<file path="src/rtl/munoc_slave_req_dispatcher.sv">
`default_nettype none
// ============================================================================
// munoc_slave_req_dispatcher : NoC slave request to AXI4 AR/AW/W dispatcher
// Revision : 1.0
// ============================================================================
module munoc_slave_req_dispatcher #(
  parameter int NODE_ID         = 0,
  parameter int NODE_WIDTH      = 4,
  parameter int TID_WIDTH       = 4,
  parameter int ADDR_WIDTH      = 32,
  parameter int DATA_WIDTH      = 32,
  parameter int ID_WIDTH        = 8,
  parameter int ID_MODE         = 0,
  parameter int MAX_OUTSTANDING = 4
) (
  input  logic                    clk,
  input  logic                    rst,
  input  logic                    req_valid,
  output logic                    req_ready,
  input  logic                    req_write,
  input  logic [NODE_WIDTH-1:0]   req_dst_node,
  input  logic [NODE_WIDTH-1:0]   req_src_node,
  input  logic [TID_WIDTH-1:0]    req_tid,
  input  logic [ADDR_WIDTH-1:0]   req_addr,
  input  logic [7:0]              req_len,
  input  logic [2:0]              req_size,
  input  logic [1:0]              req_burst,
  input  logic                    wd_valid,
  output logic                    wd_ready,
  input  logic [DATA_WIDTH-1:0]   wd_data,
  input  logic [DATA_WIDTH/8-1:0] wd_strb,
  output logic [ID_WIDTH-1:0]     axi_ax_id,
  output logic [ADDR_WIDTH-1:0]   axi_ax_addr,
  output logic [7:0]              axi_ax_len,
  output logic [2:0]              axi_ax_size,
  output logic [1:0]              axi_ax_burst,
  output logic                    axi_awvalid,
  output logic                    axi_arvalid,
  input  logic                    axi_awready,
  input  logic                    axi_arready,
  output logic                    axi_wvalid,
  output logic                    axi_wlast,
  input  logic                    axi_wready,
  output logic [DATA_WIDTH-1:0]   axi_wdata,
  output logic [DATA_WIDTH/8-1:0] axi_wstrb,
  input  logic                    axi_bvalid,
  input  logic                    axi_bready,
  output logic [NODE_WIDTH-1:0]   wtag_node,
  output logic [TID_WIDTH-1:0]    wtag_tid,
  output logic                    wtag_empty,
  output logic                    routing_error,
  output logic                    b_unexpected
);

  localparam int PTR_W = $clog2(MAX_OUTSTANDING);
  localparam int CNT_W = PTR_W + 1;
  localparam int TAG_W = NODE_WIDTH + TID_WIDTH;
  localparam logic [CNT_W-1:0] MAX_CNT = CNT_W'(MAX_OUTSTANDING);

  // AXI ID selection is fixed at elaboration time
  logic [ID_WIDTH-1:0] id_new;
  generate
    if (ID_MODE == 0) begin : g_id_src_tid
      assign id_new = ID_WIDTH'({req_src_node, req_tid});
    end else if (ID_MODE == 1) begin : g_id_src
      assign id_new = ID_WIDTH'(req_src_node);
    end else begin : g_id_zero
      assign id_new = '0;
    end
  endgenerate

  logic                  ax_full_q,  ax_full_d;
  logic                  ax_write_q, ax_write_d;
  logic [ID_WIDTH-1:0]   ax_id_q,    ax_id_d;
  logic [ADDR_WIDTH-1:0] ax_addr_q,  ax_addr_d;
  logic [7:0]            ax_len_q,   ax_len_d;
  logic [2:0]            ax_size_q,  ax_size_d;
  logic [1:0]            ax_burst_q, ax_burst_d;

  logic [7:0]            beat_cnt_q, beat_cnt_d;
  logic [PTR_W-1:0]      lenq_wr_q,  lenq_wr_d;
  logic [PTR_W-1:0]      lenq_rd_q,  lenq_rd_d;
  logic [CNT_W-1:0]      lenq_cnt_q, lenq_cnt_d;
  logic [PTR_W-1:0]      tagq_wr_q,  tagq_wr_d;
  logic [PTR_W-1:0]      tagq_rd_q,  tagq_rd_d;
  logic [CNT_W-1:0]      tagq_cnt_q, tagq_cnt_d;
  logic                  routing_error_q, routing_error_d;
  logic                  b_unexpected_q,  b_unexpected_d;

  logic [7:0]            lenq_mem_q [MAX_OUTSTANDING];
  logic [TAG_W-1:0]      tagq_mem_q [MAX_OUTSTANDING];

  logic ax_hs, ax_full_next, req_acc, wr_acc;
  logic lenq_nonempty, tagq_nonempty, w_hs, last_hs, b_hs, tag_pop;
  logic [7:0] lenq_head;

  assign lenq_nonempty = (lenq_cnt_q != '0);
  assign tagq_nonempty = (tagq_cnt_q != '0);
  assign lenq_head     = lenq_mem_q[lenq_rd_q];

  always_comb begin
    ax_hs        = ax_full_q & (ax_write_q ? axi_awready : axi_arready);
    ax_full_next = ax_full_q & ~ax_hs;
    // The tag-queue occupancy doubles as the outstanding-write count
    req_ready    = ~ax_full_next & (~req_write | (tagq_cnt_q < MAX_CNT));
    req_acc      = req_valid & req_ready;
    wr_acc       = req_acc & req_write;
    w_hs         = axi_wvalid & axi_wready;
    last_hs      = w_hs & axi_wlast;
    b_hs         = axi_bvalid & axi_bready;
    tag_pop      = b_hs & tagq_nonempty;
  end

  always_comb begin
    ax_full_d  = req_acc | ax_full_next;
    ax_write_d = ax_write_q;
    ax_id_d    = ax_id_q;
    ax_addr_d  = ax_addr_q;
    ax_len_d   = ax_len_q;
    ax_size_d  = ax_size_q;
    ax_burst_d = ax_burst_q;
    if (req_acc) begin
      ax_write_d = req_write;
      ax_id_d    = id_new;
      ax_addr_d  = req_addr;
      ax_len_d   = req_len;
      ax_size_d  = req_size;
      ax_burst_d = req_burst;
    end
  end

  always_comb begin
    beat_cnt_d = beat_cnt_q;
    if (last_hs) begin
      beat_cnt_d = '0;
    end else if (w_hs) begin
      beat_cnt_d = beat_cnt_q + 8'd1;
    end

    lenq_wr_d  = wr_acc  ? lenq_wr_q + 1'b1 : lenq_wr_q;
    lenq_rd_d  = last_hs ? lenq_rd_q + 1'b1 : lenq_rd_q;
    lenq_cnt_d = lenq_cnt_q;
    if (wr_acc && !last_hs) begin
      lenq_cnt_d = lenq_cnt_q + 1'b1;
    end else if (!wr_acc && last_hs) begin
      lenq_cnt_d = lenq_cnt_q - 1'b1;
    end

    tagq_wr_d  = wr_acc  ? tagq_wr_q + 1'b1 : tagq_wr_q;
    tagq_rd_d  = tag_pop ? tagq_rd_q + 1'b1 : tagq_rd_q;
    tagq_cnt_d = tagq_cnt_q;
    if (wr_acc && !tag_pop) begin
      tagq_cnt_d = tagq_cnt_q + 1'b1;
    end else if (!wr_acc && tag_pop) begin
      tagq_cnt_d = tagq_cnt_q - 1'b1;
    end

    routing_error_d = routing_error_q |
                      (req_acc & (req_dst_node != NODE_WIDTH'(NODE_ID)));
    b_unexpected_d  = b_unexpected_q | (b_hs & ~tagq_nonempty);
  end

  always_ff @(posedge clk) begin
    if (rst) begin
      ax_full_q       <= 1'b0;
      ax_write_q      <= 1'b0;
      ax_id_q         <= '0;
      ax_addr_q       <= '0;
      ax_len_q        <= '0;
      ax_size_q       <= '0;
      ax_burst_q      <= '0;
      beat_cnt_q      <= '0;
      lenq_wr_q       <= '0;
      lenq_rd_q       <= '0;
      lenq_cnt_q      <= '0;
      tagq_wr_q       <= '0;
      tagq_rd_q       <= '0;
      tagq_cnt_q      <= '0;
      routing_error_q <= 1'b0;
      b_unexpected_q  <= 1'b0;
    end else begin
      ax_full_q       <= ax_full_d;
      ax_write_q      <= ax_write_d;
      ax_id_q         <= ax_id_d;
      ax_addr_q       <= ax_addr_d;
      ax_len_q        <= ax_len_d;
      ax_size_q       <= ax_size_d;
      ax_burst_q      <= ax_burst_d;
      beat_cnt_q      <= beat_cnt_d;
      lenq_wr_q       <= lenq_wr_d;
      lenq_rd_q       <= lenq_rd_d;
      lenq_cnt_q      <= lenq_cnt_d;
      tagq_wr_q       <= tagq_wr_d;
      tagq_rd_q       <= tagq_rd_d;
      tagq_cnt_q      <= tagq_cnt_d;
      routing_error_q <= routing_error_d;
      b_unexpected_q  <= b_unexpected_d;
    end
  end

  // Queue storage needs no reset: occupancy counters guard every read
  always_ff @(posedge clk) begin
    if (wr_acc) begin
      lenq_mem_q[lenq_wr_q] <= req_len;
      tagq_mem_q[tagq_wr_q] <= {req_src_node, req_tid};
    end
  end

  assign axi_ax_id     = ax_id_q;
  assign axi_ax_addr   = ax_addr_q;
  assign axi_ax_len    = ax_len_q;
  assign axi_ax_size   = ax_size_q;
  assign axi_ax_burst  = ax_burst_q;
  assign axi_awvalid   = ax_full_q & ax_write_q;
  assign axi_arvalid   = ax_full_q & ~ax_write_q;

  assign axi_wvalid    = wd_valid & lenq_nonempty;
  assign wd_ready      = axi_wready & lenq_nonempty;
  assign axi_wlast     = lenq_nonempty & (beat_cnt_q == lenq_head);
  assign axi_wdata     = wd_data;
  assign axi_wstrb     = wd_strb;

  assign wtag_node     = tagq_mem_q[tagq_rd_q][TAG_W-1:TID_WIDTH];
  assign wtag_tid      = tagq_mem_q[tagq_rd_q][TID_WIDTH-1:0];
  assign wtag_empty    = ~tagq_nonempty;
  assign routing_error = routing_error_q;
  assign b_unexpected  = b_unexpected_q;

endmodule
`default_nettype wire

</file>
<file path="config.mk">
export PLATFORM = sky130hd
export DESIGN_NAME = munoc_slave_req_dispatcher
export DESIGN_NICKNAME = d
export VERILOG_FILES = /design/src/rtl/munoc_slave_req_dispatcher.sv
export SDC_FILE = /design/constraint.sdc
export NUM_CORES = 1
export LEC_CHECK = 0
export BUFFER_PORTS_ARGS = -buffer_cell sky130_fd_sc_hd__buf_2
export CORE_MARGIN = 3
export CORE_UTILIZATION = 40
export DETAILED_ROUTE_END_ITERATION = 16
export GPL_TIMING_DRIVEN = 0
export HOLD_SLACK_MARGIN = 0.05
export PLACE_DENSITY = 0.69
export RECOVER_POWER = 25
export SYNTH_ARGS = -nofsm -noshare
export SYNTH_HDL_FRONTEND = slang
export SYNTH_SLANG_ARGS = --single-unit
</file>
<file path="constraint.sdc">
create_clock -name clk -period 2.7 [get_ports clk]
set_input_delay 0.54 -clock clk [delete_from_list [all_inputs] [get_ports clk]]
set_output_delay 0.54 -clock clk [all_outputs]
set_load 0.02 [all_outputs]
</file>
==> flow_metrics.env, run 1 <==
export IMPL_outcome="complete, but fails checks"
export IMPL_violations="setup timing"
export IMPL_worst_skew_pair_late_latency_ps=420
export IMPL_clkPwrFrac_pct=41.2
export IMPL_power_leakage_nw=3.27
export IMPL_cellPowerDensity_nw_per_um2=743
export IMPL_cts_sinks=147
export IMPL_core_area_sq_um=14600
export IMPL_cts_inserted_buffers=17
export IMPL_total_power_w=0.00586
export IMPL_synth_main_ff_cell="dfxtp_1"
export IMPL_final_common_cell="buf_2"
export IMPL_netlist_cell_type_count=46
export IMPL_crit_arrival_ps=2210
export IMPL_p_sw_share_pct=28.2
export IMPL_synthCells=540
export IMPL_wl_per_cell_um=15.5
export IMPL_rsz0062_at_grt="true"
export IMPL_rows=44
export IMPL_min_period_ps=2750
export IMPL_synth_edf_count=64
export IMPL_ir_drop_v=0.000430
export IMPL_multi_input_area_sq_um=2080
export IMPL_worstHoldPathType="in -> reg"
export IMPL_cts_clk_slew_worst_paths_ps=70
export IMPL_yosysSeqAreaShare_pct=59.3
export IMPL_layout_common_cells="buf_2, nand2_1, dfxtp_1, a21oi_1, edfxtp_1"
export IMPL_io_pins=209
export IMPL_finish_utilization_pct=53.8
export IMPL_dr_wl_met2_mm=7.52
export IMPL_max_slew_margin_pct=62.8
export IMPL_grt_pass1_vias=4680
export IMPL_ys_warn_count=0
export IMPL_power_frac_comb_pct=15.4
export IMPL_cp_required_ps=2160
export IMPL_fp_dieH_um=129
export IMPL_gr_total_overflow=0
export IMPL_crit_path_cell_trace="buf_8, mux4_2, xor2_2, nor2_2, nand2_2, nor3_4, buf_6"
export IMPL_grt_start_max_net_pins=17
export IMPL_vias=4585
export IMPL_holdWs_ps=350
export IMPL_die_area_sq_um=16600
export IMPL_avgSynthCellArea_sq_um=11.2
export IMPL_synthArstFlopShare_pct=0
export IMPL_drt_total_wl_mm=14.6
export IMPL_cts_buffer_depth=2
export IMPL_fin_worst_skew_ps=10.1
export IMPL_routed_top_layer="met5"
export IMPL_drtIter0Drc=210
export IMPL_worst_path_max_delay_cell="mux4_2"
export IMPL_cts_tree="done"
export IMPL_avgViaCountPerCell=4.88
export IMPL_hold_violations=0
export IMPL_htree_num_levels=4
export IMPL_drtPass1Iterations=4
export IMPL_setup_violations_final=3
export IMPL_finalMaxSlewViolations=0
export IMPL_critPathCaptureType="output port"
export IMPL_setup_ws_ps=-46.8
export IMPL_drive_gt1_share_pct=35.0
export IMPL_critPathMaxFanout=5
export IMPL_n_antenna_cell=0
export IMPL_seqPwrFrac_pct=43.4
export IMPL_clock_root_buffer="clkbuf_16"
export IMPL_gp_congestion=0.783
export IMPL_synth_nets=656
export IMPL_critPathKind="reg -> out"
export IMPL_fin_nets=858
export IMPL_dp_hpwl_mm=10.8
export IMPL_detail_route_antenna_nets=0
export IMPL_wl_met1_mm=5.72
export IMPL_nFillCells=1277
export IMPL_fmax_mhz=364
export IMPL_p_sw_w=0.00165
export IMPL_ys_ff_latch=147
export IMPL_start_util_pct=41.3
export IMPL_antenna_found_initial=1
export IMPL_syn_area_sq_um=6040
export IMPL_fp_dieW_um=129
export IMPL_grt_usage_pct=17.7
export IMPL_drv_cap=0
export IMPL_area_growth_syn_to_layout_pct=30.5
export IMPL_p_int_w=0.00420
export IMPL_drc=0
export IMPL_crit_path_max_incr_delay_ps=520
export IMPL_period_share_pct=102
export IMPL_port_buffers=172
export IMPL_grt_first_pass_wirelength_mm=22.8
export IMPL_regArea_sq_um=3590
export IMPL_wl_met3_mm=1.04
export IMPL_crit_path_start_kind="flip-flop"
export IMPL_tightest_slew_ps=558
==> power by group through the flow <==
stage / combinational (W) / sequential, W / clock (W)
global placement: 0.000883 / 0.00257 / 0
detailed placement: 0.000912 / 0.00258 / 0
finish: 0.000901 / 0.00254 / 0.00241
global route: 0.000994 / 0.00256 / 0.00255
floorplan: 0.000514 / 0.00265 / 0
CTS: 0.000931 / 0.00253 / 0.00246
==> synthesized netlist by cell type (3+ instances only) <==
cell        n  area (sq um)
a21oi_1    64           320
and2_1      4          25.0
and3_1     11          68.8
buf_4      37           278
clkbuf_1   22          82.6
dfxtp_1    83          1660
edfxtp_1   64          1920
ha_1       11           138
inv_1       8          30.0
mux2i_1    11           110
mux4_2     10           225
nand2_1   123           462
nor2_1     15          56.3
nor2b_1     3          18.8
nor3_1      6          30.0
o21ai_0     6          30.0
or3_1       4          25.0
xnor2_1    14           123
xor2_1      8          70.1
==> cell families after synthesis <==
logic type	Yosys count	share of synthesized area, %
and+or+nand+nor	182	13.6
DFF	147	59.3
AOI/OAI and AO/OA	75	6.40
buffers and inverters	74	7.35
muxes	27	7.21
xor gates and xnor gates	22	3.19
adders and majority gates	13	2.94
==> worst max-delay path: cells and delay by family, from the launching register on <==
kind                   cells  cell delay (ps)
AND/OR/NAND/NOR            3              480
XOR/XNOR                   1              170
multiplexers               1              520
buffers and inverters      2              270
flip-flops                 1              340
==> routing by layer <==
layer	vias up	global-route usage, %
met5	-	0
met4	2	6.73
met3	24	6.35
met2	174	30.7
met1	2166	19.9
li1	2219	-
==> cell type report <==
cell class                 instances  share of cell area (%)
sequential                       147                    45.5
buffer                            65                    5.25
inverter                           8                   0.381
timing repair buffer             184                    11.7
tap                              184                    2.92
clock inverter                    15                    2.43
multi-input combinational        319                    26.4
clock buffer                      17                    5.40
==> path summary, 6_finish.rpt <==
| check | end | slack [ps] | depth (start not counted) | from |
|---|---|---|---|---|
| setup / recovery | axi_wlast | -50 | 7 | flip-flop |
| hold / removal | axi_ax_addr[13] | 350 | 3 | req_addr[13] |
| setup reg to reg | lenq_cnt_q[2] | -10 | 13 | flip-flop |
| hold reg to reg | axi_ax_addr[9] | 450 | 2 | axi_ax_addr[9] |
==> registers in the layout (all words and copies together), names as in the netlist, named ones only <==
name,count
tagq_cnt_q,3
b_unexpected,1
ax_full_q,1
axi_ax_id,8
routing_error,1
lenq_mem_q,32
axi_ax_addr,32
lenq_cnt_q,3
lenq_rd_q,2
tagq_mem_q,32
tagq_rd_q,2
axi_ax_len,8
axi_ax_size,3
axi_ax_burst,2
ax_write_q,1
tagq_wr_q,2
beat_cnt_q,8
lenq_wr_q,2
==> what timing repair did <==
action / 4_1_cts / 5_1_grt
gates resized for setup: 16 / 3
setup buffers: 9 / 3
pin swaps: 4 / 7
hold buffers: 0 / 0
endpoints found under the setup margin: 3 / 8
==> per-stage QoR <==
step / area, sq um / instances / setup TNS [ps] / setup slack (ps)
6_report: 7880 / 939 / -54.0 / -46.8
5_1_grt: 7880 / 939 / -757 / -183
4_1_cts: 7880 / 937 / -25.3 / -17.6
3_5_place_dp: 7170 / 896 / -421 / -173
3_3_place_gp: 7170 / 896 / -93.2 / -93.2
2_1_floorplan: 6080 / 540 / 0 / 10.9
(Power assumes the default switching activity.)
==> run 2, diff against run 1 <==
--- a/config.mk
+++ b/config.mk
@@ -8,11 +8,13 @@
 export BUFFER_PORTS_ARGS = -buffer_cell sky130_fd_sc_hd__buf_2
 export CORE_MARGIN = 3
 export CORE_UTILIZATION = 40
+export CTS_CLUSTER_SIZE = 20
 export DETAILED_ROUTE_END_ITERATION = 16
 export GPL_TIMING_DRIVEN = 0
 export HOLD_SLACK_MARGIN = 0.05
 export PLACE_DENSITY = 0.69
 export RECOVER_POWER = 25
+export SETUP_SLACK_MARGIN = 0.05
 export SYNTH_ARGS = -nofsm -noshare
 export SYNTH_HDL_FRONTEND = slang
 export SYNTH_SLANG_ARGS = --single-unit
==> run 2 against run 1 <==
Effect of this change:
- the flow still finishes with violations (setup timing)
- largest power group unchanged
- critical path type is now reg -> reg
- sequential power barely moved
- worst setup slack improved by 25 ps
- sequential share of layout area fell by 0.48 points
==> flow_metrics.env, run 2 (synthesized netlist as in run 1, its figures left out) <==
export IMPL_fin_nets=862
export IMPL_outcome="complete, but fails checks"
export IMPL_tns_ps=-53.8
export IMPL_worst_skew_pair_late_latency_ps=410
export IMPL_drtIter0Drc=245
export IMPL_drc=0
export IMPL_dp_hpwl_mm=11.0
export IMPL_gr_total_overflow=0
export IMPL_n_antenna_cell=0
export IMPL_wl_per_cell_um=15.7
export IMPL_min_period_ps=2720
export IMPL_die_area_sq_um=16600
export IMPL_grt_start_max_net_pins=17
export IMPL_drt_total_wl_mm=14.8
export IMPL_cts_buffer_depth=2
export IMPL_fp_dieH_um=129
export IMPL_worst_path_max_delay_cell="dfxtp_4"
export IMPL_core_area_sq_um=14600
export IMPL_rows=44
export IMPL_worst_path_buf_inv=3
export IMPL_critPathCaptureType="flip-flop"
export IMPL_finalMaxSlewViolations=0
export IMPL_fp_dieW_um=129
export IMPL_gp_congestion=0.811
export IMPL_cts_tree="done"
export IMPL_io_pins=209
export IMPL_final_common_cell="buf_2"
export IMPL_grt_pass1_vias=4797
export IMPL_dp_cells=896
export IMPL_fin_worst_skew_ps=6.64
export IMPL_power_leakage_nw=3.32
export IMPL_max_slew_margin_pct=61.5
export IMPL_place_ws_ps=-206
export IMPL_drtPass1Iterations=4
export IMPL_tightest_slew_ps=577
export IMPL_critPathKind="reg -> reg"
export IMPL_violations="setup timing"
export IMPL_final_cells=943
export IMPL_reg2reg_setup_slack_ps=-20
export IMPL_nFillCells=1269
export IMPL_multi_input_area_sq_um=2110
export IMPL_cellPowerDensity_nw_per_um2=747
export IMPL_hold_depth=3
export IMPL_regArea_sq_um=3590
export IMPL_worstReg2RegEnd="lenq_cnt_q[2]"
export IMPL_hold_violations=0
export IMPL_clock_root_buffer="clkbuf_16"
export IMPL_port_buffers=172
export IMPL_area_growth_syn_to_layout_pct=32.0
export IMPL_crit_path_max_incr_delay_ps=360
export IMPL_crit_path_start_kind="flip-flop"
export IMPL_htree_num_levels=4
export IMPL_rsz0062_at_grt="true"
export IMPL_r2r_cells=14
export IMPL_grt_first_pass_wirelength_mm=23.0
export IMPL_setup_violations_final=5
export IMPL_grt_usage_pct=17.9
export IMPL_cp_required_ps=3040
export IMPL_setup_ws_ps=-21.4
export IMPL_fmax_mhz=367
export IMPL_hold_path_startpoint="req_addr[17]"
export IMPL_cp_top_family="simple AND/OR/NAND/NOR gates"
export IMPL_detail_route_antenna_nets=0
export IMPL_antenna_found_initial=0
export IMPL_avgViaCountPerCell=4.92
export IMPL_vias=4639
export IMPL_drv_cap=0
export IMPL_cts_inserted_buffers=17
export IMPL_critPathMaxFanout=8
export IMPL_cts_sinks=147
export IMPL_cts_clk_slew_worst_paths_ps=60
export IMPL_worstHoldPathType="in -> reg"
export IMPL_drive_gt1_share_pct=35.4
export IMPL_layout_common_cells="buf_2, nand2_1, dfxtp_1, a21oi_1, edfxtp_1"
export IMPL_start_util_pct=41.3
export IMPL_period_share_pct=101
export IMPL_crit_arrival_ps=3060
export IMPL_ir_drop_v=0.000458
export IMPL_holdPathEnd="axi_ax_addr[17]"
export IMPL_crit_path_cell_trace="buf_12, buf_6, mux2i_1, xnor2_1, nor4_4, mux2i_4, nor3_4, nand2_1, ha_2, inv_2, fa_2, xor2_1, or3_1, a21oi_1"
==> run 2: changes by cell type in the layout (fill, tap and decap cells not counted), sizes merged <==
| cell | before | now |
|---|---|---|
| clkinv | 5 | 7 |
| buf | 196 | 200 |
| bufinv | 2 | 5 |
| inv | 14 | 9 |
==> run 2: worst max-delay path by stage <==
stage,start,end,slack (ps),depth (start not counted)
after floorplan,flip-flop,lenq_cnt_q[2],50,13
after global placement,flip-flop,lenq_cnt_q[2],-90,13
after detailed placement,flip-flop,lenq_cnt_q[2],-210,13
after CTS,flip-flop,lenq_cnt_q[2],-40,13
after global routing,flip-flop,lenq_cnt_q[2],-180,13
final,flip-flop,lenq_cnt_q[2],-20,14
==> run 2: area by class of cell <==
class / instances / area share (%)
sequential: 147 / 45.0
tap: 184 / 2.89
timing repair buffer: 188 / 12.0
clock inverter: 15 / 2.67
buffer: 65 / 5.26
multi-input combinational: 319 / 26.4
clock buffer: 17 / 5.34
inverter: 8 / 0.377
==> run 2: report_power, final <==
| part | internal, W | switching [W] |
|---|---|---|
| Combinational | 0.000349 | 0.000562 |
| Clock | 0.00163 | 0.000874 |
| Sequential | 0.00245 | 0.0000874 |
| Total | 0.00443 | 0.00152 |
==> run 2: worst reg2reg max path: cells and delay by family (launching register included) <==
kind | cells | cell delay (ps)
DFF | 1 | 360
xor gates and xnor gates | 2 | 430
buffers and inverters | 3 | 300
adders and majority gates | 2 | 520
AOI/OAI and AO/OA | 1 | 140
muxes | 2 | 350
and+or+nand+nor | 4 | 560
==> run 2: through the flow <==
stage / utilization, % / area, sq um / total power, W / hold slack [ps]
3_3_place_gp: 48.9 / 7170 / 0.00346 / 439
5_1_grt: 54.4 / 7970 / 0.00620 / 350
4_1_cts: 54.5 / 7980 / 0.00603 / 339
6_report: 54.4 / 7970 / 0.00596 / 365
2_1_floorplan: - / 6080 / 0.00316 / 454
3_5_place_dp: 48.9 / 7170 / 0.00349 / 446
==> run 2: layer usage <==
metal | wire length, um | vias up | global-route usage, %
li1 | - | 2225 | -
met5 | 0 | - | 0
met4 | 236 | 0 | 6.55
met1 | 5710 | 2219 | 20.3
met3 | 1000 | 21 | 5.35
met2 | 7890 | 174 | 31.7
==> run 2: timing repair <==
action                                  CTS  global route
resized for setup                        15             6
endpoints found under the setup margin    4             7
pin swaps                                 5             1
setup buffers                            15             1
hold buffers                              0             0
